[src/rtl/xif_coproc_pkg.sv]
// Shared types for the XIF coprocessor commit queue.
// Entry layout and small elaboration helpers.
package xif_coproc_pkg;

  localparam int XIF_NUM_RS   = 2;
  localparam int XIF_ID_WIDTH = 4;
  localparam int XIF_RD_W     = 5;

  typedef struct packed {
    logic [31:0]              instr;
    logic [XIF_ID_WIDTH-1:0]  id;
    logic [XIF_NUM_RS*32-1:0] rs;
    logic                     writeback;
    logic                     committed;
    logic                     killed;
  } cq_entry_t;

  function automatic int cq_log2(input int n);
    int r;
    r = 0;
    for (int i = 0; i < 31; i++) begin
      if ((1 << i) < n) r = i + 1;
    end
    return r;
  endfunction

endpackage

[src/rtl/xif_result_slice.sv]
// Single-entry register between the execution unit
// and the XIF result channel.
module xif_result_slice
  import xif_coproc_pkg::*;
#(
  parameter int ID_W = XIF_ID_WIDTH
) (
  input  logic                clk,
  input  logic                rst,
  input  logic                in_valid_i,
  output logic                in_ready_o,
  input  logic [ID_W-1:0]     in_id_i,
  input  logic [31:0]         in_data_i,
  input  logic [XIF_RD_W-1:0] in_rd_i,
  input  logic                in_we_i,
  output logic                out_valid_o,
  input  logic                out_ready_i,
  output logic [ID_W-1:0]     out_id_o,
  output logic [31:0]         out_data_o,
  output logic [XIF_RD_W-1:0] out_rd_o,
  output logic                out_we_o
);

  logic                valid_q, valid_d;
  logic [ID_W-1:0]     id_q, id_d;
  logic [31:0]         data_q, data_d;
  logic [XIF_RD_W-1:0] rd_q, rd_d;
  logic                we_q, we_d;
  logic                load;

  assign in_ready_o = !valid_q || out_ready_i;
  assign load       = in_valid_i && in_ready_o;

  always_comb begin
    valid_d = valid_q;
    id_d    = id_q;
    data_d  = data_q;
    rd_d    = rd_q;
    we_d    = we_q;
    if (load) begin
      valid_d = 1'b1;
      id_d    = in_id_i;
      data_d  = in_data_i;
      rd_d    = in_rd_i;
      we_d    = in_we_i;
    end else if (out_ready_i) begin
      valid_d = 1'b0;
    end
  end

  always_ff @(posedge clk) begin
    if (rst) begin
      valid_q <= 1'b0;
      id_q    <= '0;
      data_q  <= '0;
      rd_q    <= '0;
      we_q    <= 1'b0;
    end else begin
      valid_q <= valid_d;
      id_q    <= id_d;
      data_q  <= data_d;
      rd_q    <= rd_d;
      we_q    <= we_d;
    end
  end

  assign out_valid_o = valid_q;
  assign out_id_o    = id_q;
  assign out_data_o  = data_q;
  assign out_rd_o    = rd_q;
  assign out_we_o    = we_q;

endmodule

[src/rtl/xif_coproc_commit_queue.sv]
// In-order issue buffer that waits for XIF commit/kill,
// dispatches committed work and registers its results.
module xif_coproc_commit_queue
  import xif_coproc_pkg::*;
#(
  parameter int X_NUM_RS   = XIF_NUM_RS,
  parameter int X_ID_WIDTH = XIF_ID_WIDTH,
  parameter int DEPTH      = 4
) (
  input  logic                    clk,
  input  logic                    rst,
  input  logic                    issue_valid_i,
  output logic                    issue_ready_o,
  input  logic [31:0]             issue_instr_i,
  input  logic [X_ID_WIDTH-1:0]   issue_id_i,
  input  logic [X_NUM_RS*32-1:0]  issue_rs_i,
  input  logic [X_NUM_RS-1:0]     issue_rs_valid_i,
  input  logic                    dec_accept_i,
  input  logic                    dec_writeback_i,
  input  logic                    commit_valid_i,
  input  logic [X_ID_WIDTH-1:0]   commit_id_i,
  input  logic                    commit_kill_i,
  output logic                    ex_valid_o,
  input  logic                    ex_ready_i,
  output logic [31:0]             ex_instr_o,
  output logic [X_ID_WIDTH-1:0]   ex_id_o,
  output logic [X_NUM_RS*32-1:0]  ex_rs_o,
  input  logic                    ex_res_valid_i,
  output logic                    ex_res_ready_o,
  input  logic [X_ID_WIDTH-1:0]   ex_res_id_i,
  input  logic [31:0]             ex_res_data_i,
  input  logic [4:0]              ex_res_rd_i,
  input  logic                    ex_res_we_i,
  output logic                    result_valid_o,
  input  logic                    result_ready_i,
  output logic [X_ID_WIDTH-1:0]   result_id_o,
  output logic [31:0]             result_data_o,
  output logic [4:0]              result_rd_o,
  output logic                    result_we_o
);

  localparam int PTR_W = cq_log2(DEPTH);
  localparam int CNT_W = PTR_W + 1;

  cq_entry_t        ent_q [DEPTH];
  logic [DEPTH-1:0] vld_q;
  logic [PTR_W-1:0] head_q, head_d;
  logic [PTR_W-1:0] tail_q, tail_d;
  logic [CNT_W-1:0] cnt_q, cnt_d;

  cq_entry_t        head_e;
  cq_entry_t        new_e;
  logic             head_vld;
  logic             full;
  logic             enq;
  logic             pop;
  logic             kill_pop;
  logic [DEPTH-1:0] cmt_hit;

  assign full          = (cnt_q == CNT_W'(DEPTH));
  assign issue_ready_o = !full && (&issue_rs_valid_i);
  assign enq           = issue_valid_i && issue_ready_o && dec_accept_i;

  assign head_e   = ent_q[head_q];
  assign head_vld = vld_q[head_q];

  assign ex_valid_o = head_vld && head_e.committed && !head_e.killed;
  assign kill_pop   = head_vld && head_e.committed && head_e.killed;
  assign pop        = kill_pop || (ex_valid_o && ex_ready_i);

  assign ex_instr_o = ex_valid_o ? head_e.instr : '0;
  assign ex_id_o    = ex_valid_o ? head_e.id    : '0;
  assign ex_rs_o    = ex_valid_o ? head_e.rs    : '0;

  // Only live, still-pending entries may take a commit.
  always_comb begin
    cmt_hit = '0;
    for (int i = 0; i < DEPTH; i++) begin
      cmt_hit[i] = commit_valid_i && vld_q[i] &&
                   !ent_q[i].committed &&
                   (ent_q[i].id == commit_id_i);
    end
  end

  always_comb begin
    new_e           = '0;
    new_e.instr     = issue_instr_i;
    new_e.id        = issue_id_i;
    new_e.rs        = issue_rs_i;
    new_e.writeback = dec_writeback_i;
    new_e.committed = commit_valid_i &&
                      (commit_id_i == issue_id_i);
    new_e.killed    = new_e.committed && commit_kill_i;
  end

  always_comb begin
    head_d = head_q;
    tail_d = tail_q;
    cnt_d  = cnt_q;
    if (pop) head_d = head_q + PTR_W'(1);
    if (enq) tail_d = tail_q + PTR_W'(1);
    unique case ({enq, pop})
      2'b10:   cnt_d = cnt_q + CNT_W'(1);
      2'b01:   cnt_d = cnt_q - CNT_W'(1);
      default: cnt_d = cnt_q;
    endcase
  end

  always_ff @(posedge clk) begin
    if (rst) begin
      for (int i = 0; i < DEPTH; i++) begin
        ent_q[i] <= '0;
      end
      vld_q  <= '0;
      head_q <= '0;
      tail_q <= '0;
      cnt_q  <= '0;
    end else begin
      for (int i = 0; i < DEPTH; i++) begin
        if (cmt_hit[i]) begin
          ent_q[i].committed <= 1'b1;
          ent_q[i].killed    <= commit_kill_i;
        end
      end
      if (pop) vld_q[head_q] <= 1'b0;
      if (enq) begin
        ent_q[tail_q] <= new_e;
        vld_q[tail_q] <= 1'b1;
      end
      head_q <= head_d;
      tail_q <= tail_d;
      cnt_q  <= cnt_d;
    end
  end

  xif_result_slice #(
    .ID_W (X_ID_WIDTH)
  ) u_res (
    .clk         (clk),
    .rst         (rst),
    .in_valid_i  (ex_res_valid_i),
    .in_ready_o  (ex_res_ready_o),
    .in_id_i     (ex_res_id_i),
    .in_data_i   (ex_res_data_i),
    .in_rd_i     (ex_res_rd_i),
    .in_we_i     (ex_res_we_i),
    .out_valid_o (result_valid_o),
    .out_ready_i (result_ready_i),
    .out_id_o    (result_id_o),
    .out_data_o  (result_data_o),
    .out_rd_o    (result_rd_o),
    .out_we_o    (result_we_o)
  );

endmodule
[config.mk]
export PLATFORM = sky130hd
export DESIGN_NAME = xif_coproc_commit_queue
export DESIGN_NICKNAME = d
export VERILOG_FILES = /design/src/rtl/xif_coproc_pkg.sv /design/src/rtl/xif_result_slice.sv /design/src/rtl/xif_coproc_commit_queue.sv
export SDC_FILE = /design/constraint.sdc
export NUM_CORES = 1
export LEC_CHECK = 0
export CORE_AREA = 2 2 233 189
export DETAILED_ROUTE_END_ITERATION = 10
export DIE_AREA = 0 0 235 191
export PLACE_DENSITY = 0.83
export SYNTH_ARGS = -nofsm -noshare
export SYNTH_HDL_FRONTEND = slang
export SYNTH_SLANG_ARGS = --single-unit
[constraint.sdc]
create_clock -name clk -period 3 [get_ports clk]
set_input_delay 0.6 -clock clk [delete_from_list [all_inputs] [get_ports clk]]
set_output_delay 0.6 -clock clk [all_outputs]
set_load 0.01 [all_outputs]
==> results of run 1 <==
==> per-stage QoR <==
stage / instances / cell area, sq um / power (mW) / TNS [ns] / utilization
6_report: 2362 / 26700 / 13.9 / -0.0184 / 0.626
5_1_grt: 2360 / 26700 / 14.3 / -3.64 / 0.626
4_1_cts: 2353 / 26400 / 14.0 / -2.25 / 0.618
3_5_place_dp: 2250 / 24900 / 8.29 / 0 / 0.583
3_3_place_gp: 2250 / 24900 / 8.26 / 0 / 0.583
2_1_floorplan: 1423 / 20700 / 7.76 / 0 / -
==> kinds of logic (layout without fill, tap and decap cells) <==
| family | Yosys count | after routing | synth area share |
|---|---|---|---|
| DFF | 464 | 464 | 0.647 |
| buffers and inverters | 110 | 486 | 0.0227 |
| AOI/OAI and AO/OA | 59 | 59 | 0.0152 |
| and+or+nand+nor | 651 | 651 | 0.186 |
| muxes | 105 | 105 | 0.113 |
| adders and majority gates | 10 | 10 | 0.00641 |
| other | 0 | 3 | 0 |
| xor gates and xnor gates | 24 | 24 | 0.0102 |
==> metal layers <==
layer	vias up	share of wire	track usage	wire length (um)
met5	-	0.00081	0	41
met4	6	0.030	0.0813	1490
met3	103	0.084	0.0563	4260
met2	518	0.49	0.376	24700
met1	6323	0.40	0.283	20000
li1	5761	-	-	-
==> sequential cells by signal (all words and copies together) (netlist names), named ones only <==
register and flops:
ent_q 408, vld_q 4, u_res.out_data_o 32, tail_q 2, head_q 2, u_res.out_we_o 1
cnt_q 3, u_res.out_rd_o 5, u_res.out_id_o 4, u_res.out_valid_o 1
==> cells in the mapped netlist <==
library cell,number
a21oi_1,52
edfxtp_1,408
or3_1,1
nand2b_1,7
o211ai_2,1
xor2_1,15
dfxtp_1,56
or2_2,5
clkbuf_1,48
o21ai_0,1
nor3b_4,1
inv_1,13
fa_1,1
mux4_2,103
o32ai_1,1
ha_1,9
buf_2,46
a31oi_1,1
mux2i_1,2
nor2b_1,100
nor3_1,8
xnor2_1,9
nand3_1,6
nand3b_1,3
nor4_2,4
a21o_1,2
or4b_1,2
nand4bb_1,1
nand2_1,95
o22ai_1,1
nor3b_1,3
buf_1,3
and2_1,402
nor2_1,13
==> worst max-delay path by stage <==
stage                        startpoint             end  depth (start not counted)
finish                      ent_q[2][0]  ex_instr_o[15]                          7
global placement    issue_rs_valid_i[0]    ent_q[1][96]                          7
global route                       flop     ex_rs_o[47]                          7
detailed placement  issue_rs_valid_i[0]     ent_q[1][3]                          7
CTS                                flop  ex_instr_o[20]                          8
floorplan                           rst     ent_q[3][0]                          5
==> placed cells by master (no fill, tap or decap), types with 5 or more instances in the layout <==
cell             Yosys  layout
nor3_1               8       8
clkinv_1             0       7
buf_6                0      27
clkinv_2             0       5
buf_16               0       8
nor2b_4              0      21
nand2_1             95      95
nor2b_1            100      61
nor2_1              13      13
buf_8                0       5
ha_1                 9       9
buf_4                0      36
inv_1               13      13
dfxtp_1             56      54
nand2b_1             7       7
edfxtp_1           408     408
xor2_1              15      15
clkbuf_16            0      50
buf_2               46      76
buf_12               0      31
nor2b_2              0      18
nand3_1              6       6
xnor2_1              9       9
clkdlybuf4s50_1      0     200
mux4_2             103     103
clkbuf_1            48      14
a21oi_1             52      52
and2_1             402     402
==> layout make-up <==
type,count,area share
tap,560,0.0262
multi-input combinational,849,0.265
timing repair buffer,389,0.150
clock inverter,20,0.00773
antenna,3,0.000281
clock buffer,64,0.0476
sequential,464,0.501
inverter,13,0.00183
==> power breakdown <==
part / switching (mW) / internal [mW] / leakage (nW)
Clock: 2.42 / 3.31 / 0.715
Sequential: 0.0740 / 7.23 / 4.71
Combinational: 0.415 / 0.472 / 4.49
==> critical path: cells and delay by family, from the launching register on <==
family	cells	cell delay, ns
flip-flops	1	0.39
AND/OR/NAND/NOR	2	0.34
multiplexers	1	0.48
buffers and inverters	4	0.61
==> timing repair <==
| action | CTS | global route |
|---|---|---|
| pin swaps | 1 | 1 |
| resized for setup | 385 | 120 |
| gates cloned | 7 | 4 |
| hold buffers | 0 | 0 |
| setup buffers | 12 | 3 |
| endpoints found under the setup margin | 101 | 96 |
==> results.md, run 1 <==
- Status: complete, but fails checks
- Failing checks: negative setup slack
- Hold EP: head_q[0]
- Cells along the critical path: mux4_2 -> nand3b_1 -> buf_6 -> buf_8 -> buf_8 -> nor2b_1 -> buf_2
- Die area: ~45000 sq um
- Congestion Overflow GR: 0
- Slew HR: 0.517
- Synthesized area per cell: approximately 15 sq um
- Fin Hold WS: about 0.43 ns
- Rows: just under 70
- Worst Max-Slew Pin Slew: slightly above 0.7 ns
- Syn nets: 1591
- Worst Skew: between 0.02 and 0.025 ns
- Critical R2R Capture: cnt_q[2]
- Initial antenna violation count: 6
- Die Wd: around 240 um
- Routed Antenna Nets: 0
- Synthesized cell area: between 20000 and 25000 sq um
- Min-delay worst type: in2reg
- Largest area contributor in the netlist: edfxtp_1
- Worst skew pair latency: 0.58 ns
- Crit start category: flop
- CP required: 2.40 ns
- Vias in the first global route: about 13000
- Clk sink count: about 460
- Seq/Total Area, Yosys: 0.647
- First-iteration detailed-routing DRC count: approximately 1100
- Final Hold Viols: 0
- Depth of the CTS H-tree: 2
- R2R setup slack: between 0.3 and 0.4 ns
- Slowest cell on the critical path: mux4_2
- Yosys reg bits: between 400 and 500
- Register area: ~13000 sq um
- Port Buf Inserts: ~300
- Max Transition Viols Final: 0
- VDD IR-drop max: just over 0.0004 V
- Via count: 12711
- CP peak stage delay: about 0.48 ns
- Worst-path clk slew: 0.07 ns
- Initial core utilization: 0.485
- Clk Tree Root Cell: clkbuf_16
- Placer Congestion: 0.809
- Post-Synthesis Cells: 1423
- R2R depth: 12
- Critical path type: reg2out
- LEAKAGE: 9.92 nW
- Number of synthesis warnings: 0
- Largest net degree at the start of global routing: 92
- Hold path depth: 2
- Synth area leaders: edfxtp_1, and2_1, mux4_2
- Per-cell routed wire length: between 20 and 25 um
- Final setup fails: 5
- RSZ-0062 raised after global routing: yes
- Post-synth top area share: 0.592
- Layout overhead on the synthesized area: 29.1%
- Final worst-path cycle share: 1.00
- Worst setup margin: -0.00622 ns
- Post-synth cell types: 34
- # IOs: around 300
- Via/cell ratio: approximately 5.4
- DR DRC count: 0
- CTS buffer count: 47
- Crit Path Max Fanout: 5
- Final nets: a little under 2000
- Clock tree buffer depth: 3
- Pwr Density: about 520 nW/um^2
- Dpl ws: ~0.09 ns
- Fill cells: 3029
- Total routed wirelength: just over 50 mm
- Fmax: 333 MHz
- Worst path arrival time: around 2.4 ns
- HPWL Detailed: 29.7 mm
- DR pass1 iterations: 6
- First-pass GRT wire length: between 70 and 80 mm
- Max-cap viol count: 0
- TritonCTS clock tree: yes
- Multi-input logic area: 7090 sq um
- Most used cell, CP: buf_8
- Min Tclk post-route: about 3.0 ns
- CP Capture Type: primary output
- Core Region: 42600 sq um
- Die Span Y: roughly 190 um
- All-Layer GR Usage: 0.224
- Ratio of cells with drive above 1 in the final layout: 0.226
- Hold_sp: rst
No activity file was read; power rests on OpenSTA's default activity.
==> inputs of run 2 (changes only) <==
CORE_AREA = 2 2 220 179   (was 2 2 233 189)
DIE_AREA = 0 0 222 181   (was 0 0 235 191)
PLACE_DENSITY = 0.87   (was 0.83)
clock period = 3.15 ns   (was 3 ns; I/O delays follow)
==> run 2 against run 1 <==
Against the previous run:
- critical path depth fell by 1
- first-iteration DRC count decreased by 6.1%
- wire length is 3.1% lower
- die area decreased by 10%
- the run now ends clean
- sequential power decreased by 4.7%
- via count shrank 1.2%
- utilization up 6.0 points
- clock power is 10% lower
- non-clock buffer count fell by 40
- setup slack better by 0.083 ns
- critical path type unchanged
- clock-buffer cell count shrank 2
==> results.md, run 2 (synthesis gave the netlist of run 1 again) <==
- Status: finished, final reports clean
- Final worst-path cycle share: 0.976
- Critical path type: reg2out
- RSZ-0062 raised after global routing: yes
- Final nets: 1890
- Crit Path Max Fanout: 25
- LEAKAGE: a little under 10 nW
- Placed Area: ~25000 sq um
- Die Span Y: roughly 180 um
- Hold_buf cts: 0
- Clk sink count: around 460
- Max-cap viol count: 0
- Clk Tree Root Cell: clkbuf_16
- Via count: 12553
- Overall Power: approximately 13 mW
- Final setup fails: 0
- Die Wd: about 220 um
- Min Tclk post-route: slightly above 3 ns
- Worst Skew: between 0.01 and 0.015 ns
- Max Transition Viols Final: 0
- Total negative slack: 0 ns
- Worst Max-Slew Pin Slew: ~0.58 ns
- Clock tree buffer depth: 3
- Total routed wirelength: 48.9 mm
- VDD IR-drop max: approximately 0.00043 V
- Initial antenna violation count: 2
- DR DRC count: 0
- # IOs: 304
- DR pass1 iterations: 5
- Core Region: between 30000 and 40000 sq um
- Per-cell routed wire length: around 22 um
- First-pass GRT wire length: 75.3 mm
- Largest net degree at the start of global routing: between 100 and 150
- Commonest non-fill, non-tap cells in the layout: edfxtp_1, and2_1, clkdlybuf4s50_1, mux4_2, nor2b_1
- Fin util: 0.687
- Most flop-heavy register: ent_q
- Fill cells: between 2000 and 2500
- Routed Antenna Nets: 0
- R2R setup slack: 0.79 ns
- Rows: 64
- Dpl ws: around 0.13 ns
- Depth of the CTS H-tree: 2
- First-iteration detailed-routing DRC count: between 1000 and 1500
- Placed cells: 2162
- Congestion Overflow GR: 0
- Port Buf Inserts: ~300
- Final Hold Viols: 0
- Post-Layout Cell Count: between 2000 and 2500
- Critical R2R Capture: cnt_q[2]
- CP Capture Type: primary output
- Worst path arrival time: roughly 2.4 ns
- Setup crit end: ex_rs_o[17]
- CTS buffer count: between 40 and 50
- Vias in the first global route: about 13000
- HPWL Detailed: around 28 mm
- Most common cell after layout, fill and taps aside: edfxtp_1
- Placer Congestion: between 0.8 and 0.9
- All-Layer GR Usage: 0.245
- Worst-path clk slew: 0.06 ns
- TritonCTS clock tree: yes
- Ratio of cells with drive above 1 in the final layout: 0.140
- Worst skew pair latency: about 0.55 ns
- Design area: 26000 sq um
- Slew HR: 0.615
- CP required: 2.52 ns
- Initial core utilization: 0.546
- Crit start category: flop
- Layout overhead on the synthesized area: 25.7%
- Fin Hold WS: around 0.45 ns
- Via/cell ratio: about 5.6
- Hold path depth: 2
- R2R depth: 10
- Pwr Density: 496 nW/um^2
- Min-delay worst type: reg2reg
- Max reg flops: just over 400
- Die area: 40200 sq um
- Worst setup margin: between 0.07 and 0.08 ns
- Fmax: 325 MHz
[run 2: cell count changes in the layout (fill, tap and decap cells not counted), moves of 4 or more]
cell             before  now
buf_12               31   22
buf_16                8    4
buf_2                76    1
buf_4                36   15
buf_6                27    2
buf_8                 5    1
clkbuf_2              1   18
clkdlybuf4s15_1       1    6
dlygate4sd2_1         0   62
dlymetal6s2s_1        0   14
nor2b_1              61   98
nor2b_2              18    2
nor2b_4              21    0
[run 2: how the worst min path moves through the flow]
| stage | start | endpoint | slack, ns |
|---|---|---|---|
| after floorplan | cnt_q[2] | cnt_q[2] | 0.46 |
| after global routing | u_res.out_data_o[10] | u_res.out_data_o[10] | 0.47 |
| after detailed placement | u_res.out_data_o[19] | u_res.out_data_o[19] | 0.45 |
| after global placement | u_res.out_we_o | u_res.out_we_o | 0.44 |
| final | u_res.out_data_o[8] | u_res.out_data_o[8] | 0.45 |
| after CTS | rst | head_q[0] | 0.45 |
[run 2: area by class of cell]
cell class                      instances  area, sq um  share of cell area
Inverter                               13         48.8             0.00188
Tap cell                              495          619              0.0238
Sequential cell                       464        13400               0.515
Antenna cell                            2         5.00            0.000192
Timing Repair Buffer                  349         3670               0.141
Multi-Input combinational cell        849         6890               0.265
Clock buffer                           62         1250              0.0482
Clock inverter                         17          138             0.00529
[run 2: power breakdown]
| part | total, mW | switching [mW] | internal, mW |
|---|---|---|---|
| sequential | 6.96 | 0.0737 | 6.88 |
| combinational | 0.817 | 0.389 | 0.428 |
| clock | 5.13 | 2.20 | 2.94 |
| total | 12.9 | 2.66 | 10.2 |
[run 2: critical path, cell delays in order (launching register included)]
cell	delay (ns)
dfxtp_4	0.37
mux4_2	0.50
nand3b_1	0.16
buf_4	0.18
buf_6	0.19
nor2b_1	0.18
dlygate4sd2_1	0.29
[run 2: what timing repair did]
| item | in CTS | in global routing |
|---|---|---|
| gates resized for setup | 95 | 61 |
| buffers inserted | 2 | 1 |
| cloned | 3 | 2 |
| endpoints found under the setup margin | 101 | 90 |
[run 2: metal layers]
layer,part of all wire,global-route usage
met2,0.51,0.429
met3,0.081,0.0498
met5,0,0
met4,0.029,0.0822
met1,0.38,0.306
==> inputs of run 3 (changes only) <==
CTS_CLUSTER_SIZE = 12   (was default)
==> run 3 against run 2 <==
Against the previous run:
- register-to-register slack better by 0.02 ns
- sequential share of layout area is 0.25 points higher
- maximum frequency is 0.39% lower
- largest power group unchanged
==> results.md, run 3 (synthesis gave the netlist of run 1 again) <==
- Status: finished, final reports clean
- Pwr Density: between 400 and 500 nW/um^2
- Final Hold Viols: 0
- Initial core utilization: 0.546
- Max Transition Viols Final: 0
- Met3 Use GR: 0.0535
- Total routed wirelength: 48.4 mm
- Depth of the CTS H-tree: 2
- Max-cap viol count: 0
- Die area: approximately 40000 sq um
- RSZ-0062 raised after global routing: yes
- Final nets: between 1500 and 2000
- Multi-input logic area: about 6900 sq um
- Delay-heaviest family, CP: buffers and inverters
- Design area: between 20000 and 30000 sq um
- Most Used Layer, Global Route: met2
- Commonest non-fill, non-tap cells in the layout: edfxtp_1, and2_1, clkdlybuf4s50_1, mux4_2, nor2b_1
- First-iteration detailed-routing DRC count: about 1000
- Met2 GRT Util: 0.425
- Initial antenna violation count: 6
- Die Span Y: roughly 180 um
- # IOs: 304
- Via count: roughly 13000
- Layout overhead on the synthesized area: 25.1%
- Clk Tree Root Cell: clkbuf_16
- Vias in the first global route: approximately 14000
- First-pass GRT wire length: about 75 mm
- Min-delay worst type: reg2reg
- Slew HR: 0.625
- Fin Hold WS: between 0.4 and 0.5 ns
- Crit Path Max Fanout: 21
- VDD IR-drop max: 0.000451 V
- CTS buffer count: 47
- Dpl ws: 0.135 ns
- CP required: 2.52 ns
- Via/cell ratio: roughly 5.6
- Core Region: 37900 sq um
- Congestion Overflow GR: 0
- Slowest cell on the critical path: mux4_2
- Cells along the critical path: mux4_2 -> nand3b_1 -> buf_6 -> bufbuf_16 -> nor2b_1 -> dlygate4sd2_1
- Die Wd: ~220 um
- Fmax: ~320 MHz
- TritonCTS clock tree: yes
- Worst skew pair latency: 0.55 ns
- Buffers plus inverters on the worst setup path: 3
- LEAKAGE: 9.64 nW
- Placed Area: about 25000 sq um
- Clock tree buffer depth: 3
- Most common cell after layout, fill and taps aside: edfxtp_1
- Worst Max-Slew Pin Slew: about 0.56 ns
- Final worst-path cycle share: 0.979
- Crit start category: flop
- Port Buf Inserts: ~300
- Most flop-heavy register: ent_q
- R2R setup slack: just over 0.8 ns
- Global Route met1 Usage: 0.308
- CP Capture Type: primary output
- Clk sink count: between 400 and 500
- Overall Power: between 10 and 15 mW
- CP peak stage delay: between 0.4 and 0.5 ns
- DR pass1 iterations: 7
- Max reg flops: between 400 and 500
- All-Layer GR Usage: 0.246
- Worst Skew: between 0.015 and 0.02 ns
- Critical path type: reg2out
- HPWL Detailed: approximately 28 mm
- DR DRC count: 0
- Worst path arrival time: roughly 2.5 ns
- Fill cells: approximately 2500
- Worst setup margin: ~0.065 ns
- Largest net degree at the start of global routing: approximately 110
- Register area: 13400 sq um
- Placer Congestion: 0.869
- Routed Antenna Nets: 0
- Worst-path clk slew: approximately 0.060 ns
- Per-cell routed wire length: 21.5 um
- Final setup fails: 0
- Min Tclk post-route: ~3.1 ns
- Rows: between 60 and 70
- Ratio of cells with drive above 1 in the final layout: 0.135
## run 3: timing repair
| action | 4_1_cts | 5_1_grt |
|---|---|---|
| buffers inserted | 4 | 0 |
| resized for setup | 112 | 51 |
| endpoints found under the setup margin | 101 | 67 |
| gates cloned | 3 | 0 |
| hold buffers | 0 | 0 |
## run 3: worst min-delay path, delay by kind of cell (launching register included)
| kind | cells | cell delay, ns |
|---|---|---|
| flip-flops | 1 | 0.31 |
| AO/OA/AOI/OAI | 1 | 0.05 |
| AND/OR/NAND/NOR | 1 | 0.05 |
## run 3: final timing paths
path,startpoint,endpoint,cells past startpoint
worst max-delay path,ent_q[2][0],ex_rs_o[51],6
worst min-delay path,u_res.out_data_o[19],u_res.out_data_o[19],2
worst max register to register,flop,cnt_q[2],10
worst min register to register,u_res.out_data_o[19],u_res.out_data_o[19],2
## run 3: area by class of cell
class,instances,area share
flip-flops and latches,464,0.517
clock inverters,8,0.00367
clock buffers,69,0.0486
inverters,13,0.00189
diodes,6,0.000580
well taps,495,0.0239
repair buffers,348,0.138
multi-input cells,849,0.266
## run 3: metrics by stage
stage               cells  setup TNS, ns  utilization
finish               2252              0        0.683
global route         2251         -0.106        0.683
CTS                  2246              0        0.684
detailed placement   2162              0        0.648
global placement     2162              0        0.648
floorplan            1423              0            -
## run 3: routing by layer
layer  routed length (um)  up-vias
met4                 1330        2
met2                24700      473
met5                   13        -
met1                19000     6303
met3                 3410       91
li1                     -     5676
## run 3: power by group
group	leakage [nW]	internal [mW]	switching [mW]
logic	4.27	0.426	0.386
clock network	0.651	2.91	2.19
registers	4.71	6.88	0.0726
total	9.64	10.2	2.65
